`src/rtl/fifo_serial_pkg.sv`:
```
// fifo_serial_pkg: shared FSM state encoding and counter width helper for fifo_serial_tx
package fifo_serial_pkg;
   typedef enum logic [2:0] {ST_IDLE, ST_START, ST_DATA, ST_PARITY, ST_STOP} state_e;
   function automatic int cnt_w(input int n);
      return (n < 2) ? 1 : $clog2(n);
   endfunction
endpackage

```
`src/rtl/fifo_serial_tx_baud.sv`:
```
// baud_counter: per-bit terminal-count tick every CLKS_PER_BIT cycles with synchronous clear
module baud_counter
   import fifo_serial_pkg::*;
#(
   parameter int CLKS_PER_BIT = 16
) (
   input  logic clk,
   input  logic reset,
   input  logic clr,
   output logic tick
);
   localparam int W = cnt_w(CLKS_PER_BIT);
   logic [W-1:0] cnt;
   assign tick = cnt == W'(CLKS_PER_BIT - 1);
   always_ff @(posedge clk)
      if (!reset || clr || tick) cnt <= '0;
      else cnt <= cnt + W'(1);
endmodule

```
`src/rtl/fifo_serial_tx.sv`:
```
// fifo_serial_tx: FWFT FIFO to serial frame transmitter; define FIFO_SERIAL_TX_PARITY_EN to add an even parity bit
module fifo_serial_tx
   import fifo_serial_pkg::*;
#(
   parameter int DATA_WIDTH   = 8,
   parameter int CLKS_PER_BIT = 16
) (
   input  logic                  clk,
   input  logic                  reset,
   input  logic                  en,
   input  logic                  empty,
   input  logic [DATA_WIDTH-1:0] r_data,
   output logic                  rd,
   output logic                  tx,
   output logic                  busy
);
   localparam logic [2:0] IDLE  = ST_IDLE;
   localparam logic [2:0] START = ST_START;
   localparam logic [2:0] DATA  = ST_DATA;
   localparam logic [2:0] STOP  = ST_STOP;
`ifdef FIFO_SERIAL_TX_PARITY_EN
   localparam logic [2:0] PARITY = ST_PARITY;
   localparam logic [2:0] AFTER_DATA = PARITY;
`else
   localparam logic [2:0] AFTER_DATA = STOP;
`endif
   localparam int IW = cnt_w(DATA_WIDTH);
   logic [2:0]            state;
   logic [DATA_WIDTH-1:0] shreg;
   logic [IW-1:0]         idx;
   logic                  tick, go, last;
   baud_counter #(.CLKS_PER_BIT(CLKS_PER_BIT)) u_baud (
      .clk  (clk),
      .reset(reset),
      .clr  (state == IDLE),
      .tick (tick)
   );
   assign go   = reset && en && !empty && (state == IDLE || (state == STOP && tick));
   assign rd   = go;
   assign busy = state != IDLE;
   assign last = idx == IW'(DATA_WIDTH - 1);
`ifdef FIFO_SERIAL_TX_PARITY_EN
   logic par;
   always_ff @(posedge clk)
      if (!reset) par <= 1'b0;
      else if (go) par <= ^r_data;
`endif
   always_comb begin
      tx = 1'b1;
      if (state == START) tx = 1'b0;
      else if (state == DATA) tx = shreg[0];
`ifdef FIFO_SERIAL_TX_PARITY_EN
      else if (state == PARITY) tx = par;
`endif
   end
   always_ff @(posedge clk)
      if (!reset) begin
         state <= IDLE;
         shreg <= '0;
         idx   <= '0;
      end else if (go) begin
         state <= START;
         shreg <= r_data;
         idx   <= '0;
      end else if (tick) begin
         if (state == START) state <= DATA;
         else if (state == DATA) begin
            shreg <= shreg >> 1;
            idx   <= last ? '0 : idx + IW'(1);
            if (last) state <= AFTER_DATA;
         end
`ifdef FIFO_SERIAL_TX_PARITY_EN
         else if (state == PARITY) state <= STOP;
`endif
         else if (state == STOP) state <= IDLE;
      end
endmodule

```
`config.mk`:
```
export PLATFORM = sky130hd
export DESIGN_NAME = fifo_serial_tx
export DESIGN_NICKNAME = d
export VERILOG_FILES = /design/src/rtl/fifo_serial_pkg.sv /design/src/rtl/fifo_serial_tx_baud.sv /design/src/rtl/fifo_serial_tx.sv
export SDC_FILE = /design/constraint.sdc
export NUM_CORES = 1
export LEC_CHECK = 0
export ABC_AREA = 1
export BUFFER_PORTS_ARGS = -buffer_cell sky130_fd_sc_hd__buf_2
export CORE_UTILIZATION = 35
export CTS_CLUSTER_DIAMETER = 60
export DETAILED_ROUTE_END_ITERATION = 8
export SLEW_MARGIN = 20
export SYNTH_ARGS = -nofsm -noshare
export SYNTH_HDL_FRONTEND = slang
export SYNTH_HIERARCHICAL = 1
export SYNTH_SLANG_ARGS = --single-unit
```
`constraint.sdc`:
```
create_clock -name clk -period 1.9 [get_ports clk]
set_input_delay 0.19 -clock clk [delete_from_list [all_inputs] [get_ports clk]]
set_output_delay 0.19 -clock clk [all_outputs]
set_load 0.02 [all_outputs]
```
[Yosys cells after proc, flatten, opt, wreduce, memory -nomap -nowiden]
Cells that the tools add are included.
Storage, ports and cells
  bits of input ports: 12
  output and inout bits: 3
  flip-flop bits (word level): 18
Operators by class
  add/sub/neg operators: 2
  reductions and logical operators: 20
  bitwise logic cells: 2
  equality and inequality tests: 8
  mux-type cells: 13
Operator list (count)
  two-way mux 8 bit: 4
  two-way mux 3 bit: 5
  AND reduction 3 bit: 4
  equality test 3 bit (second input constant): 2
  nonzero test 3 bit: 2
  adder 4 x 1 -> 4 bit (second input constant): 1
  equality test 4 bit (second input constant): 1
  logical AND 1 bit: 4
  two-way mux 1 bit: 4
  != test 4 bit (second input constant): 1
  nonzero test 2 bit: 2
  nonzero test 4 bit: 1
  adder 3 x 1 -> 3 bit (second input constant): 1
  equality test 3 x 1 -> 1 bit (second input constant): 1
  equality test 3 x 2 -> 1 bit (second input constant): 1
  zero test 3 bit: 1
  logical OR 1 bit: 3
  != test 3 bit (second input constant): 1
  zero test 1 bit: 2
  != test 2 bit (second input constant): 1
  inverter 1 bit: 2
  OR reduction 2 bit: 1

[Logic depth before layout (Yosys ltp)]
Gate-level depths: netlist of run 1.
  word-level depth: 6
  gate-level depth with buffers: 13
  depth with buffers taken out: 11

[Cells and area by module]
The synthesis of run 1 kept the hierarchy.
By module, submodules not included
  fifo_serial_tx: cells an instance 121, times used 1, area an instance 818.3 um^2
  baud_counter: cells an instance 20, times used 1, area an instance 170.2 um^2

[Worst setup path after synthesis of run 1]
No wires, ideal clock.
  path type: register -> register
  start point: register u_baud.cnt[0]
  end point: register idx[0]
  path buffers: 2
  clock period less this slack: 1.553 ns
  stages on the path, launching flop included: 13
  arrival time: 1.437 ns
  required time: 1.784 ns
  slack: 0.347 ns
  path through: dfxtp_1 ha_1 nand3_2 inv_1 buf_4 inv_1 nand2_1 nand2_2 nor2_4 buf_6 nor2_2 o211ai_1 inv_1
On the way
  cells in the longest elaborated chain, start to end: 5
  elaborated cells on any way between the ends: 6
  those cells by class: eq/ne (1); reduce/logical (5)
RTL lines
  start: declaration: line fifo_serial_tx_baud.sv:13  | logic [W-1:0] cnt;
  start signal: assignment: line fifo_serial_tx_baud.sv:17  | else cnt <= cnt + W'(1);
  equality test 4 bit: line fifo_serial_tx_baud.sv:14  | assign tick = cnt == W'(CLKS_PER_BIT - 1);
  via tick: line fifo_serial_tx.sv:31  | logic tick, go, last;
  logical AND 1 bit: line fifo_serial_tx.sv:38  | assign go = reset && en && !empty && (state == IDLE || (state == STOP && tick));
  logical OR 1 bit: line fifo_serial_tx.sv:38
  logical AND 1 bit: line fifo_serial_tx.sv:38
  via rd: line fifo_serial_tx.sv:13  | output logic rd,
  OR reduction 2 bit (no source line)
  end signal: assignment: line fifo_serial_tx.sv:69  | idx <= last ? '0 : idx + IW'(1);
  end: declaration: line fifo_serial_tx.sv:30  | logic [IW-1:0] idx;
The timed path passes the listed nets, and every way through them passes these cells.
A chain may end at the register's enable or synchronous reset.

[Final worst setup path of run 1]
  start point: register u_baud.cnt[1]
  end point: output rd
On the way
  cells in the longest elaborated chain, start to end: 4
RTL lines (line)
  equality test 4 bit: fifo_serial_tx_baud.sv:14
  via tick: fifo_serial_tx.sv:31
  logical AND 1 bit: fifo_serial_tx.sv:38
  logical OR 1 bit: fifo_serial_tx.sv:38
  logical AND 1 bit: fifo_serial_tx.sv:38
  end: declaration: fifo_serial_tx.sv:13
The timed path passes the listed nets, and every way through them passes these cells.

==> reports/qor.csv, run 1 <==
stage,metric,value,unit
route,met2 WL,884,um
min_path,worst hold path class,input port to register,
sta,PnR worst setup slack,142,ps
floorplan,initial core utilization,38.5,%
floorplan,core area,2570,sq um
route,WL met3,63,um
clocking,TritonCTS buffer count,3,
sta,final hold violations,0,
critical_path,CP required,1710,ps
sta,setup TNS,0,ps
logic_synthesis,register area share after synthesis,36.5,%
route,drt wl/cell,11.0,um
clocking,CTS tree,done,
route,WL met1,1050,um
sta,Fin Clk Skew,3.20,ps
logic_synthesis,Synth Instances,141,
route,Vias,904,
sta,period utilisation layout,92.5,%
logic_synthesis,cell taking the most area after synthesis,dfxtp_1,
sta,RSZ-0062 raised after global routing,false,
clocking,clock root cell,clkbuf_4,
run,Max Cap Violations,0,
sta,"Slew Viols, Final",0,
logic_synthesis,top_reg_cell synth,dfxtp_1,
global_route,global route overflow,0,
route,DR top layer,met4,
finish,Final Cell Area,1120,sq um
logic_synthesis,Mean Syn Cell Area,7.01,sq um
floorplan,Die Ht,55.1,um
finish,Area Overhead vs Synth,13.3,%
logic_synthesis,YS warnings,6,
finish,Layout Nets,173,
logic_synthesis,top post-synthesis cells by area,"dfxtp_1 36%, nand2_1 14%, inv_1 8.4%",
clocking,Max clock buf depth,2,
global_route,largest net degree at the start of global routing,14,
global_route,first-pass GRT wire length,3360,um
logic_synthesis,Post-synth EDFFs,0,
power_and_ir_drop,PwrDens,651,nW/um^2
route,First-pass DRT Iterations,4,
clocking,clock-pin transition on the worst setup and hold timing paths,110,ps
clocking,H-tree depth,1,
power_and_ir_drop,Lkg Pwr,0.546,nW
clocking,clk_lat worst skew,300,ps
logic_synthesis,synth unique cells,21,
floorplan,Rows,18,
logic_synthesis,syn nets,156,
route,DRC Markers,0,
power_and_ir_drop,Worst IR Drop VDD,0.360,mV
sta,Hold WS,142,ps
place,placed insts,182,
place,dpl hpwl,1480,um
logic_synthesis,most common cell in the netlist,nand2_1,
critical_path,crit path max fanout,3,
logic_synthesis,post-synth top area share,36.5,%
floorplan,Die Footprint,3040,sq um
route,1st-iter DRT viols,22,
logic_synthesis,Syn Std Cell Area,988,sq um
place,Placed Area,1070,sq um
sta,f_max,0.569,GHz
run_status,status,finished clean,
sta,Slew headroom,67.8,%
critical_path,Setup crit end kind,primary output,
sta,final setup fails,0,
sta,clock period minus worst slack,1760,ps
place,PortBufs,14,
clocking,hold bufs inserted after CTS,0,
global_route,GRT Total Usage,16.0,%
global_route,vias in the first global route,746,
critical_path,Crit path arrival time,1570,ps
place,gpl congestion,0.852,
sta,Slew @ Worst Pin,483,ps
global_route,initial antenna violation count,0,
route,DRT antenna net count,0,
finish,final std cells w/o fill,187,
logic_synthesis,#FFs+latches synth,18,
critical_path,Setup CP Type,register to primary output,
logic_synthesis,"Async S/R FF share, synth",0,%
finish,share of cells above drive strength 1,22.3,%
clocking,# clock sinks,18,
logic_synthesis,most frequent cells after synthesis,"36 x nand2_1, 22 x inv_1, 18 x dfxtp_1",
floorplan,chip width,55.1,um
place,DP Worst Slack,195,ps
finish,final antenna diode count,0,
critical_path,CP startpoint kind,register,
floorplan,I/O pins,15,
route,Post-Route WL,2060,um
finish,Filler Cell Count,291,
route,vias per cell,4.83,
[metal layers]
layer	vias to the layer above	track usage (%)
met5	-	0
met4	0	9.17
met3	7	3.28
met2	17	21.7
met1	403	22.9
li1	477	-
[flip-flops by register name, indices dropped and copies added, names as in the netlist]
name,cells
state,3
idx,3
shreg,8
u_baud/cnt,4
[kinds of logic after synthesis]
group,after synthesis,share of synthesized area (%)
and+or+nand+nor,76,38.0
buffers and inverters,27,12.2
DFF,18,36.5
AOI/OAI and AO/OA,16,8.73
adders and majority gates,3,3.80
xor gates and xnor gates,1,0.886
[cells in the final DEF (no fill, tap or decap), types with 6 or more instances in the layout]
| cell | synthesis | layout |
|---|---|---|
| dfxtp_1 | 18 | 17 |
| nand4_1 | 8 | 8 |
| nand2_1 | 36 | 36 |
| inv_1 | 22 | 21 |
| o21ai_0 | 6 | 6 |
| buf_2 | 1 | 14 |
| a21oi_1 | 8 | 8 |
| nand3_1 | 9 | 9 |
| nor2_1 | 13 | 13 |
[worst max-delay path, cell delays in order (launching register included)]
cell,delay [ps]
dfxtp_1,370
ha_2,200
nand3_2,100
inv_2,100
inv_1,40
nand2_1,100
nand2_2,80
nor2_4,110
buf_2,170
[power by group]
part	switching [mW]	internal [mW]	total (mW)
registers	0.00975	0.389	0.398
clock network	0.126	0.117	0.243
logic	0.0541	0.0339	0.0881
total	0.190	0.540	0.729
[worst paths after layout]
path | from | end | slack, ps | cells after the start
worst min-delay path | r_data[7] | shreg[7] | 140 | 3
worst max register to register | u_baud/cnt[1] | idx[1] | 280 | 10
worst max-delay path | u_baud/cnt[1] | rd | 140 | 8
worst min register to register | u_baud/cnt[0] | u_baud/cnt[0] | 440 | 1
[cell type report]
cell class              count  area (sq um)  share of cell area [%]
inverters                  23          88.8                    7.93
multi-input cells          96           510                    45.6
flip-flops and latches     18           362                    32.3
clock buffers               4          36.3                    3.24
well taps                  30          37.5                    3.35
repair buffers             16          85.1                    7.60
[through the flow]
stage	utilization, %	total power, mW
floorplan	-	0.466
global placement	41.8	0.491
detailed placement	41.8	0.493
CTS	43.5	0.735
global route	43.6	0.765
finish	43.6	0.729
[what timing repair did]
action,4_1_cts,5_1_grt
resized for setup,0,3
setup buffers,1,0
setup endpoints to repair,1,1
pin swaps,1,0
(Power assumes the default switching activity.)
==> run 2, diff against run 1 <==
Settings changed: CORE_UTILIZATION 35 to 45, PLACE_DENSITY from default to 0.65.
==> run 2 against run 1 <==
  * Non-clock buffer count stayed put
  * Count of clock-buffer cells in the layout stayed put
  * Clock skew fell by 1.5 ps
  * Critical endpoint unchanged
  * Largest cell class unchanged
  * Via count decreased by 3.2%
  * Power decreased by 0.66%
  * Global-route usage up 1.4 points
  * Design area shrank 0.56%
  * Combinational power decreased by 2.4%
  * Sequential power is essentially flat
  * Utilization rose by 11 points
==> reports/qor.csv, run 2 (synthesis results as in run 1) <==
stage,metric,value,unit
global_route,GRT Total Usage,17.4,%
clocking,TritonCTS buffer count,3,
route,DRT antenna net count,0,
sta,final hold violations,0,
critical_path,Crit path arrival time,1550,ps
sta,f_max,0.574,GHz
sta,PnR worst setup slack,159,ps
sta,period utilisation layout,91.6,%
clocking,clock-pin transition on the worst setup and hold timing paths,110,ps
sta,setup TNS,0,ps
floorplan,Die Footprint,2390,sq um
critical_path,Crit-path slowest cell,dfxtp_1,
critical_path,Setup crit end kind,primary output,
clocking,H-tree depth,1,
critical_path,Worst R2R Setup Slack,330,ps
finish,Layout Nets,173,
global_route,initial antenna violation count,0,
global_route,first-pass GRT wire length,3220,um
sta,final setup fails,0,
floorplan,Die Ht,48.9,um
floorplan,core area,2020,sq um
sta,Fin Clk Skew,1.71,ps
place,dpl hpwl,1360,um
min_path,worst hold path class,input port to register,
finish,Largest register FFs,8,
route,vias per cell,4.76,
finish,Largest Register,shreg,
place,PortBufs,14,
floorplan,chip width,48.9,um
route,DRC Markers,0,
clocking,# clock sinks,18,
clocking,clk_lat worst skew,290,ps
critical_path,Setup CP Type,register to primary output,
sta,Slew @ Worst Pin,455,ps
critical_path,CP required,1710,ps
power_and_ir_drop,Lkg Pwr,0.551,nW
finish,Final Cell Area,1110,sq um
floorplan,I/O pins,15,
route,Post-Route WL,1840,um
critical_path,crit path max fanout,3,
floorplan,initial core utilization,48.9,%
power_and_ir_drop,Worst IR Drop VDD,0.397,mV
run,Max Cap Violations,0,
finish,final antenna diode count,0,
floorplan,Rows,16,
clocking,hold bufs inserted after CTS,0,
global_route,largest net degree at the start of global routing,14,
clocking,CTS tree,done,
sta,clock period minus worst slack,1740,ps
clocking,Max clock buf depth,2,
run_status,status,finished clean,
finish,"most common cell after layout, fill and taps aside",nand2_1,
sta,Hold WS,138,ps
power_and_ir_drop,PwrDens,651,nW/um^2
place,DP Worst Slack,280,ps
critical_path,"most used cell, CP",inv_1,
route,1st-iter DRT viols,13,
finish,"commonest cells after routing, fill and taps aside","36 x nand2_1, 22 x inv_1, 17 x dfxtp_1",
place,Placed Area,1070,sq um
finish,Regs by FF count,"shreg: 8 flops, u_baud/cnt: 4 flops",
finish,share of cells above drive strength 1,21.0,%
critical_path,CP startpoint kind,register,
sta,RSZ-0062 raised after global routing,false,
finish,final std cells w/o fill,184,
finish,Area Overhead vs Synth,12.7,%
critical_path,max incr delay on CP,360,ps
route,Vias,875,
route,First-pass DRT Iterations,4,
place,gpl congestion,0.782,
sta,Slew headroom,69.6,%
critical_path,CP cell instances,ha_1 > nand3_2 > inv_1 > inv_1 > nand2_1 > nand2_2 > nor2_4 > buf_2,
sta,"Slew Viols, Final",0,
global_route,global route overflow,0,
clocking,clock root cell,clkbuf_4,
place,placed insts,179,
route,drt wl/cell,10.0,um
global_route,vias in the first global route,773,
## run 2: cell types whose count changed in the layout (fill, tap and decap cells not counted)
cell	before	now
inv_1	21	22
ha_2	1	0
inv_2	1	0
ha_1	2	3
## run 2: worst paths after layout
check,to,depth (start not counted),startpoint
max,rd,8,u_baud/cnt[1]
min,shreg[7],3,r_data[7]
max reg2reg,idx[1],10,u_baud/cnt[1]
min reg2reg,u_baud/cnt[0],1,u_baud/cnt[0]
## run 2: worst max-delay path: cells and delay by family, from the launching register on
family / cells / cell delay, ps
fa+ha+maj: 1 / 200
buf+inv: 3 / 290
flops: 1 / 360
simple gates: 4 / 400
## run 2: routing by layer
metal / vias to the layer above / track usage [%] / share of wire, %
met1: 371 / 23.3 / 52
li1: 482 / - / -
met2: 18 / 27.3 / 43
met4: 0 / 5.88 / 0.98
met3: 4 / 4.36 / 4.3
met5: - / 0 / 0
## run 2: final cells by class
| cell class | count | area [sq um] |
|---|---|---|
| Clock buffer | 4 | 36.3 |
| Tap cell | 27 | 33.8 |
| Multi-Input combinational cell | 96 | 508 |
| Fill cell | 211 | 908 |
| Timing Repair Buffer | 16 | 85.1 |
| Sequential cell | 18 | 362 |
| Inverter | 23 | 88.8 |
## run 2: metrics by stage
stage | total power [mW] | utilization [%]
after detailed placement | 0.492 | 52.8
after CTS | 0.732 | 55.0
after floorplan | 0.466 | -
final | 0.724 | 55.1
after global routing | 0.766 | 55.1
after global placement | 0.491 | 52.8
## run 2: where the power goes
part	total (mW)	leakage (nW)	switching, mW	internal [mW]
logic	0.0860	0.384	0.0520	0.0339
clock network	0.241	0.0210	0.124	0.117
registers	0.398	0.146	0.00908	0.389
## run 2: timing repair
| action | CTS | global route |
|---|---|---|
| setup endpoints to repair | 1 | 1 |
| setup buffers | 1 | 0 |
| gates resized for setup | 0 | 1 |
| pin swaps | 1 | 0 |
==> run 3, diff against run 2 <==
==> constraint.sdc (replaced) <==
create_clock -name clk -period 1.9 [get_ports clk]
set_input_delay 0.095 -clock clk [delete_from_list [all_inputs] [get_ports clk]]
set_output_delay 0.095 -clock clk [all_outputs]
set_load 0.02 [all_outputs]
==> run 3 against run 2 <==
  * Non-clock buffer count is 1 higher
  * Hold slack worse by 94 ps
  * Utilization is 0.37 points lower
  * Final cell count stayed put
  * Largest power group unchanged
  * Global-route usage is 0.20 points higher
  * Via count is 2.7% higher
  * Sequential share of layout area is 0.11 points higher
  * Critical path type unchanged
  * Largest cell class unchanged
  * Register-to-register slack worse by 50 ps
  * Die area stayed put
==> reports/qor.csv, run 3 (synthesis results as in run 1) <==
stage,metric,value,unit
finish,"most common cell after layout, fill and taps aside",nand2_1,
critical_path,"CP delay by family, top",simple AND/OR/NAND/NOR gates,
floorplan,chip width,48.9,um
route,DRT antenna net count,0,
critical_path,Crit-path slowest cell,dfxtp_1,
finish,Final Cell Area,1110,sq um
finish,Regs by FF count,"shreg: 8 flops, u_baud/cnt: 4 flops",
run,Max Cap Violations,0,
floorplan,core area,2020,sq um
critical_path,CP cell instances,ha_1 > nand3_2 > inv_1 > inv_1 > nand2_1 > nand2_2 > nor2_4 > buf_2,
sta,"Slew Viols, Final",0,
global_route,largest net degree at the start of global routing,14,
clocking,hold bufs inserted after CTS,0,
clocking,H-tree depth,1,
critical_path,worst path bufs/invs,3,
place,PortBufs,14,
place,DP Worst Slack,313,ps
place,gpl congestion,0.768,
finish,share of cells above drive strength 1,20.4,%
place,dpl hpwl,1410,um
min_path,worst hold path class,input port to register,
sta,Fin Clk Skew,6.36,ps
sta,PnR worst setup slack,181,ps
route,DRC Markers,0,
finish,"commonest cells after routing, fill and taps aside","36 x nand2_1, 22 x inv_1, 18 x dfxtp_1",
floorplan,I/O pins,15,
floorplan,initial core utilization,48.9,%
route,vias per cell,4.89,
route,Vias,899,
global_route,first-pass GRT wire length,3240,um
sta,Slew @ Worst Pin,454,ps
sta,clock period minus worst slack,1720,ps
finish,Largest Register,shreg,
critical_path,CP startpoint kind,register,
critical_path,crit path max fanout,5,
global_route,vias in the first global route,798,
global_route,initial antenna violation count,0,
critical_path,CP required,1800,ps
clocking,CTS tree,done,
place,Placed Area,1070,sq um
floorplan,Die Footprint,2390,sq um
route,DR top layer,met4,
power_and_ir_drop,Lkg Pwr,0.549,nW
route,met2 WL,857,um
finish,Area Overhead vs Synth,11.9,%
sta,Slew headroom,69.7,%
clocking,Max clock buf depth,2,
critical_path,Crit path arrival time,1620,ps
sta,final setup fails,0,
finish,final antenna diode count,0,
global_route,global route overflow,0,
clocking,clock root cell,clkbuf_4,
run_status,status,finished clean,
floorplan,Rows,16,
power_and_ir_drop,PwrDens,607,nW/um^2
sta,final hold violations,0,
floorplan,Die Ht,48.9,um
clocking,TritonCTS buffer count,3,
clocking,# clock sinks,18,
route,drt wl/cell,10.1,um
route,First-pass DRT Iterations,4,
clocking,Setup Buffers After CTS,0,
sta,f_max,0.582,GHz
clocking,# resized after CTS,0,
critical_path,Setup CP Type,register to primary output,
sta,setup TNS,0,ps
finish,Largest register FFs,8,
critical_path,"most used cell, CP",inv_1,
critical_path,Setup crit end kind,primary output,
finish,Layout Nets,174,
route,WL met3,55,um
sta,period utilisation layout,90.5,%
route,Post-Route WL,1870,um
clocking,clk_lat worst skew,290,ps
clocking,clock-pin transition on the worst setup and hold timing paths,100,ps
route,WL met1,939,um
power_and_ir_drop,Worst IR Drop VDD,0.425,mV
global_route,GRT Total Usage,17.6,%
sta,RSZ-0062 raised after global routing,false,
route,1st-iter DRT viols,14,
critical_path,max incr delay on CP,390,ps
## run 3: layout make-up
type / instances / area [sq um]
Inverter: 23 / 88.8
Multi-Input combinational cell: 96 / 508
Fill cell: 222 / 916
Clock buffer: 3 / 22.5
Sequential cell: 18 / 360
Timing Repair Buffer: 17 / 92.6
Tap cell: 27 / 33.8
## run 3: path summary, 6_finish.rpt
check / start / end / slack, ps / depth (start not counted)
worst min-delay path: r_data[7] / shreg[7] / 40 / 3
worst min register to register: shreg[7] / shreg[7] / 480 / 2
worst max register to register: u_baud/cnt[0] / shreg[2] / 280 / 12
worst max-delay path: u_baud/cnt[0] / rd / 180 / 8
## run 3: layer usage
layer	up-vias	track usage, %
li1	488	-
met1	395	21.7
met2	14	28.9
met3	2	3.74
met4	0	8.82
met5	-	0
## run 3: power breakdown
part           total (mW)  internal (mW)  switching (mW)
logic              0.0868         0.0349          0.0519
clock network       0.187         0.0737           0.113
registers           0.398          0.388         0.00955
total               0.671          0.497           0.174
## run 3: worst reg2reg max path, delay by kind of cell (launching register included)
family                   cells  cell delay (ps)
flip-flops                   1              390
buffers and inverters        3              290
adder cells (fa/ha/maj)      1              220
AND/OR/NAND/NOR              8              660
## run 3: metrics by stage
stage                     hold WS [ps]  utilization [%]  cells  total power, mW
after floorplan                    219                -    141            0.466
after global placement             352             52.8    179            0.491
after detailed placement           356             52.8    179            0.492
after CTS                         34.7             54.0    182            0.679
after global routing              34.6             54.7    184            0.709
final                             43.8             54.7    184            0.671
